[src/rtl/seg_pkg.sv]
// Shared constants for the seven-segment display blocks: active-low segment
// patterns (bit7=dp, bits6..0=g..a), scan digit indices and scan FSM states.
package seg_pkg;

  localparam logic [7:0] SEG_0    = 8'hC0;
  localparam logic [7:0] SEG_1    = 8'hF9;
  localparam logic [7:0] SEG_2    = 8'hA4;
  localparam logic [7:0] SEG_3    = 8'hB0;
  localparam logic [7:0] SEG_4    = 8'h99;
  localparam logic [7:0] SEG_5    = 8'h92;
  localparam logic [7:0] SEG_6    = 8'h82;
  localparam logic [7:0] SEG_7    = 8'hF8;
  localparam logic [7:0] SEG_8    = 8'h80;
  localparam logic [7:0] SEG_9    = 8'h90;
  localparam logic [7:0] SEG_DASH = 8'hBF;
  localparam logic [7:0] SEG_OFF  = 8'hFF;

  localparam logic [1:0] IDX_SEC_UNIT = 2'd0;
  localparam logic [1:0] IDX_SEC_TEN  = 2'd1;
  localparam logic [1:0] IDX_MIN_UNIT = 2'd2;
  localparam logic [1:0] IDX_MIN_TEN  = 2'd3;

  typedef enum logic {
    BLANK = 1'b0,
    SHOW  = 1'b1
  } scan_state_t;

endpackage

[src/rtl/bcd_to_seg.sv]
// Combinational BCD to active-low seven-segment decoder (g..a); values above 9
// decode to a dash so a corrupted digit is visible rather than misleading.
module bcd_to_seg
  import seg_pkg::*;
(
  input  logic [3:0] i_bcd,
  output logic [6:0] o_seg
);

  always_comb begin
    case (i_bcd)
      4'd0:    o_seg = SEG_0[6:0];
      4'd1:    o_seg = SEG_1[6:0];
      4'd2:    o_seg = SEG_2[6:0];
      4'd3:    o_seg = SEG_3[6:0];
      4'd4:    o_seg = SEG_4[6:0];
      4'd5:    o_seg = SEG_5[6:0];
      4'd6:    o_seg = SEG_6[6:0];
      4'd7:    o_seg = SEG_7[6:0];
      4'd8:    o_seg = SEG_8[6:0];
      4'd9:    o_seg = SEG_9[6:0];
      default: o_seg = SEG_DASH[6:0];
    endcase
  end

endmodule

[src/rtl/seg_scan_driver.sv]
// Time-multiplexed MM:SS driver for a 4-digit common-anode display, with an
// all-off guard interval between digits and adjust-mode blinking of one pair.
module seg_scan_driver
  import seg_pkg::*;
#(
  parameter int GUARD    = 4,
  parameter int DP_DIGIT = 2
) (
  input  logic       clk,
  input  logic       rst,
  input  logic       scan_en,
  input  logic       blink_en,
  input  logic       adj_en,
  input  logic       sel,
  input  logic [2:0] min_ten,
  input  logic [3:0] min_unit,
  input  logic [2:0] sec_ten,
  input  logic [3:0] sec_unit,
  output logic [7:0] seg,
  output logic [3:0] an
);

  localparam int            CW         = (GUARD < 1) ? 1 : $clog2(GUARD + 1);
  localparam logic [CW-1:0] CNT_INIT   = CW'(GUARD);
  localparam logic [CW-1:0] CNT_RELOAD = CW'((GUARD > 0) ? GUARD - 1 : 0);

  scan_state_t   r_state, w_state_nxt;
  logic [CW-1:0] r_cnt, w_cnt_nxt;
  logic [1:0]    r_idx, w_idx_nxt;
  logic [3:0]    r_shadow, w_shadow_nxt;
  logic [3:0]    w_digit;
  logic          r_phase, w_phase_nxt;
  logic          w_advance, w_blank, w_dp_n;
  logic [6:0]    w_seg7;
  logic [7:0]    w_seg_nxt;
  logic [3:0]    w_an_nxt;

  // Outputs are registered from next-state values so the pins track the state the same edge.
  assign w_advance   = (r_state == SHOW) && scan_en;
  assign w_idx_nxt   = w_advance ? r_idx + 2'd1 : r_idx;
  assign w_phase_nxt = r_phase ^ blink_en;

  always_comb begin
    case (w_idx_nxt)
      IDX_SEC_UNIT: w_digit = sec_unit;
      IDX_SEC_TEN:  w_digit = {1'b0, sec_ten};
      IDX_MIN_UNIT: w_digit = min_unit;
      default:      w_digit = {1'b0, min_ten};
    endcase
  end

  always_comb begin
    w_state_nxt  = r_state;
    w_cnt_nxt    = r_cnt;
    w_shadow_nxt = r_shadow;
    case (r_state)
      BLANK: begin
        if (r_cnt == '0) begin
          w_state_nxt  = SHOW;
          w_shadow_nxt = w_digit;
        end else begin
          w_cnt_nxt = r_cnt - CW'(1);
        end
      end
      SHOW: begin
        if (w_advance && (GUARD == 0)) begin
          w_shadow_nxt = w_digit;
        end else if (w_advance) begin
          w_state_nxt = BLANK;
          w_cnt_nxt   = CNT_RELOAD;
        end else begin
          w_state_nxt = SHOW;
        end
      end
      default: begin
        w_state_nxt = BLANK;
        w_cnt_nxt   = CNT_INIT;
      end
    endcase
  end

  assign w_blank = adj_en & w_phase_nxt &
                   (sel ? (w_idx_nxt <= IDX_SEC_TEN) : (w_idx_nxt >= IDX_MIN_UNIT));
  assign w_dp_n  = (int'(w_idx_nxt) == DP_DIGIT) ? 1'b0 : 1'b1;

  bcd_to_seg u_dec (
    .i_bcd (w_shadow_nxt),
    .o_seg (w_seg7)
  );

  always_comb begin
    if (w_state_nxt == SHOW) begin
      w_an_nxt  = ~(4'b0001 << w_idx_nxt);
      w_seg_nxt = w_blank ? SEG_OFF : {w_dp_n, w_seg7};
    end else begin
      w_an_nxt  = 4'b1111;
      w_seg_nxt = SEG_OFF;
    end
  end

  always_ff @(posedge clk or posedge rst) begin
    if (rst) begin
      r_state  <= BLANK;
      r_cnt    <= CNT_INIT;
      r_idx    <= IDX_SEC_UNIT;
      r_shadow <= 4'd0;
      r_phase  <= 1'b0;
      an       <= 4'b1111;
      seg      <= SEG_OFF;
    end else begin
      r_state  <= w_state_nxt;
      r_cnt    <= w_cnt_nxt;
      r_idx    <= w_idx_nxt;
      r_shadow <= w_shadow_nxt;
      r_phase  <= w_phase_nxt;
      an       <= w_an_nxt;
      seg      <= w_seg_nxt;
    end
  end

endmodule
[config.mk]
export PLATFORM = sky130hd
export DESIGN_NAME = seg_scan_driver
export DESIGN_NICKNAME = d
export VERILOG_FILES = /design/src/rtl/seg_pkg.sv /design/src/rtl/bcd_to_seg.sv /design/src/rtl/seg_scan_driver.sv
export SDC_FILE = /design/constraint.sdc
export NUM_CORES = 1
export LEC_CHECK = 0
export BUFFER_PORTS_ARGS = -buffer_cell sky130_fd_sc_hd__buf_2
export CAP_MARGIN = 20
export CORE_MARGIN = 4
export CORE_UTILIZATION = 25
export DETAILED_ROUTE_END_ITERATION = 8
export PLACE_DENSITY = 0.54
export SYNTH_ARGS = -nofsm -noshare
export SYNTH_HDL_FRONTEND = slang
export SYNTH_SLANG_ARGS = --single-unit
[constraint.sdc]
create_clock -name clk -period 2.5 [get_ports clk]
set_clock_uncertainty 0.1 [all_clocks]
set_input_delay 0.125 -clock clk [delete_from_list [all_inputs] [get_ports clk]]
set_output_delay 0.125 -clock clk [all_outputs]
set_load 0.1 [all_outputs]
==> metrics.cfg <==
[status]
status=complete, no violations

[worst_setup_path]
cp_max_fo=5
worstSetupStartpointType=flop
worstSetupPathType=flop to flop
crit_arrival_ns=2.40
r2r_slack_ns=0.19
timing.rr.start=r_cnt[0]
cp.required_ns=2.59
r2r_end=seg[3]
end_kind=flop
reg2reg_depth=11

[synth]
synth_top_family_by_area=compound AO/OA/AOI/OAI gates
synth.area.top_cells=dfstp_2 25%, dfrtp_1 18%, ha_1 7.3%
synth-xor-area-share_pct=3.67
synth.avg_cell_area_um2=11.3
synthDistinctLibCells=43
yosysWarningCount=0
synthSimpleGateAreaFrac_pct=14.4
synthAdderAreaFrac_pct=9.73
syn_inst=121
ys_seq_area_share_pct=43.4
synth-seq-cells=23
synth_compound_area_share_pct=19.9
synth.largest_area_cell=dfstp_2
synth_top_area_share_pct=25.1
syn-cell-area_mm2=0.00136
synthesis.nets=149
synth_mux_area_share_pct=2.94

[floorplanning]
io_pins=32
die_w_um=81.8
die_height_um=81.8
core_area_mm2=0.00520
row_count=26
initial_core_util_pct=26.2
dieArea_mm2=0.00670

[worst_hold_path]
hold_depth=3
hp-start=adj_en
holdPathEnd=seg[6]
hp-class=input pin to flop

[clock_tree]
clock-root-buffer=clkbuf_8
cts_resized=0
clkSlewWorstSetupHoldPaths_ns=0.08
clk_latency_ns=0.26
ctsLongestPathBuffers=2
cts-buffers-inserted=3
cts_tree=done
ctsHtreeMaxLevel=1
cts_sinks=23

[sta]
hold_viol_final=0
slew_headroom_pct=43.1
post-route-period-util_pct=92.4
worst_pin_slew_ns=0.853
setup_viol=0
fin_hold_ws_ns=0.0909
final_max_slew_viol_count=0
rsz0062_at_grt=false
finalSetupTns_ns=0
min_period_ns=2.31
timing.fmax_mhz=433

[global_route]
grt_pass1_wl_um=4880
met1_usage_pct=11.6
antenna_found_initial=0
use_met2_pct=16.6
busiest_layer=met2
grt_remaining_overflow=0
grt_util_met3_pct=1.54
grt_pass1_vias=1044
grt_max_degree=24
grt_use_total_pct=9.55

[detailed_routing]
wl_per_cell_um=12.6
vias=967
drtIter0Drc=33
postRouteAntennaNets=0
drtPass1Iterations=3
vias_per_cell=4.24
wirelength_um=2860
drc=0

[placement]
placed_cells=222
gp_congestion=0.742
dp_hpwl_um=2260
io_buffers=31
dpl_cell_area_mm2=0.00160

[power_and_ir_drop]
powerDensity_mw_per_mm2=1390
ir_worst_vdd_v=0.000534
leakage_uw=0.000718

[layout]
area_delta_synth_final_pct=22.3
finalNonFillerCells=228
fin_nets=187
post-route-util_pct=32.0
final_cell_area_mm2=0.00167
num_antenna_cells=0
fillCellCount=563
drive_gt1_share_pct=46.2

[job]
drv_cap=0

-- repair_timing --
action / in CTS / in global routing
setup buffers: 0 / 0
hold buffers: 2 / 0
hold endpoints to repair: 11 / 0
-- power by group --
part | total [µW] | internal [µW] | switching, µW | leakage, µW
sequential | 634 | 548 | 86.2 | 0.000254
clock | 231 | 111 | 120 | 0.0000255
combinational | 1460 | 462 | 993 | 0.000439
-- metrics by stage --
step | power [µW] | setup WS, ns
global placement | 2110 | 0.247
finish | 2320 | 0.189
CTS | 2350 | 0.198
global route | 2520 | 0.0174
floorplan | 1870 | 0.342
detailed placement | 2110 | 0.233
-- critical path, cell delays in order (launching register included) --
cell	delay, ns
dfrtp_1	0.37
inv_1	0.11
ha_1	0.21
nor3b_2	0.34
nand3_1	0.19
o22ai_1	0.19
a21oi_2	0.07
inv_1	0.12
ha_1	0.25
inv_1	0.06
mux2i_1	0.06
a21oi_1	0.17
-- per-layer routing --
| metal | share of wire (%) | up-vias |
|---|---|---|
| met5 | 0 | - |
| met2 | 52 | 11 |
| met4 | 1.6 | 0 |
| met3 | 2.2 | 4 |
| li1 | - | 492 |
| met1 | 45 | 460 |
-- cell families after synthesis --
logic type               count (synthesis)
AND/OR/NAND/NOR                         30
buffers and inverters                   17
flip-flops                              23
adder cells (fa/ha/maj)                 11
XOR/XNOR                                 4
multiplexers                             4
AO/OA/AOI/OAI                           32
-- cell usage in the layout (no fill, tap or decap), types with 4 or more instances in the layout --
master	synthesis	routed
a21oi_1	9	9
nor2_1	4	4
ha_1	8	8
o21ai_0	5	5
dfrtp_1	10	10
buf_2	1	31
inv_1	12	12
dfstp_2	13	13
nand2_1	8	8
mux2i_1	4	4
-- synth_stat cells --
cell / count
xor2_2: 1
dfrtp_1: 10
o22ai_1: 3
or2_1: 1
nor4b_4: 1
o21ai_0: 5
o2bb2ai_4: 1
maj3_1: 1
a21oi_2: 3
mux2i_1: 4
buf_2: 1
inv_1: 12
nand2b_4: 1
a31oi_4: 1
buf_6: 2
ha_1: 8
xnor2_1: 1
nand2_1: 8
a21oi_4: 1
a31oi_1: 1
xor2_1: 1
nand3_1: 3
dfstp_2: 13
maj3_2: 2
nor3b_2: 1
o221ai_1: 2
o221ai_2: 2
a21oi_1: 9
a22oi_1: 1
inv_2: 2
nand2_4: 1
o21a_2: 1
o311ai_2: 1
and2_1: 1
nand2b_1: 3
or3_1: 1
xnor2_2: 1
nor3_1: 2
or3b_4: 1
o21ai_1: 1
nor2b_1: 1
nand3_2: 1
nor2_1: 4
-- sequential cells by signal (all words and copies together), names as in the netlist --
| signal | flops |
|---|---|
| an | 4 |
| r_idx | 2 |
| r_state | 1 |
| seg | 8 |
| r_cnt | 3 |
| r_shadow | 4 |
| r_phase | 1 |
-- worst max path at each step --
stage,start,endpoint,slack [ns]
after CTS,r_cnt[0],seg[3],0.20
after global routing,r_cnt[1],seg[3],0.02
after floorplan,r_cnt[0],seg[5],0.34
final,r_cnt[0],seg[3],0.19
after detailed placement,r_cnt[0],seg[3],0.23
after global placement,r_state,seg[1],0.25
-- area by class of cell --
class / count / area, µm² / share of cell area (%)
multi-input combinational: 81 / 691 / 41.4
sequential: 23 / 592 / 35.5
clock buffer: 3 / 41.3 / 2.48
tap: 70 / 87.6 / 5.26
inverter: 14 / 52.6 / 3.15
timing repair buffer: 36 / 198 / 11.9
clock inverter: 1 / 5.00 / 0.300
Note: power is estimated with default switching activity, not from simulation.
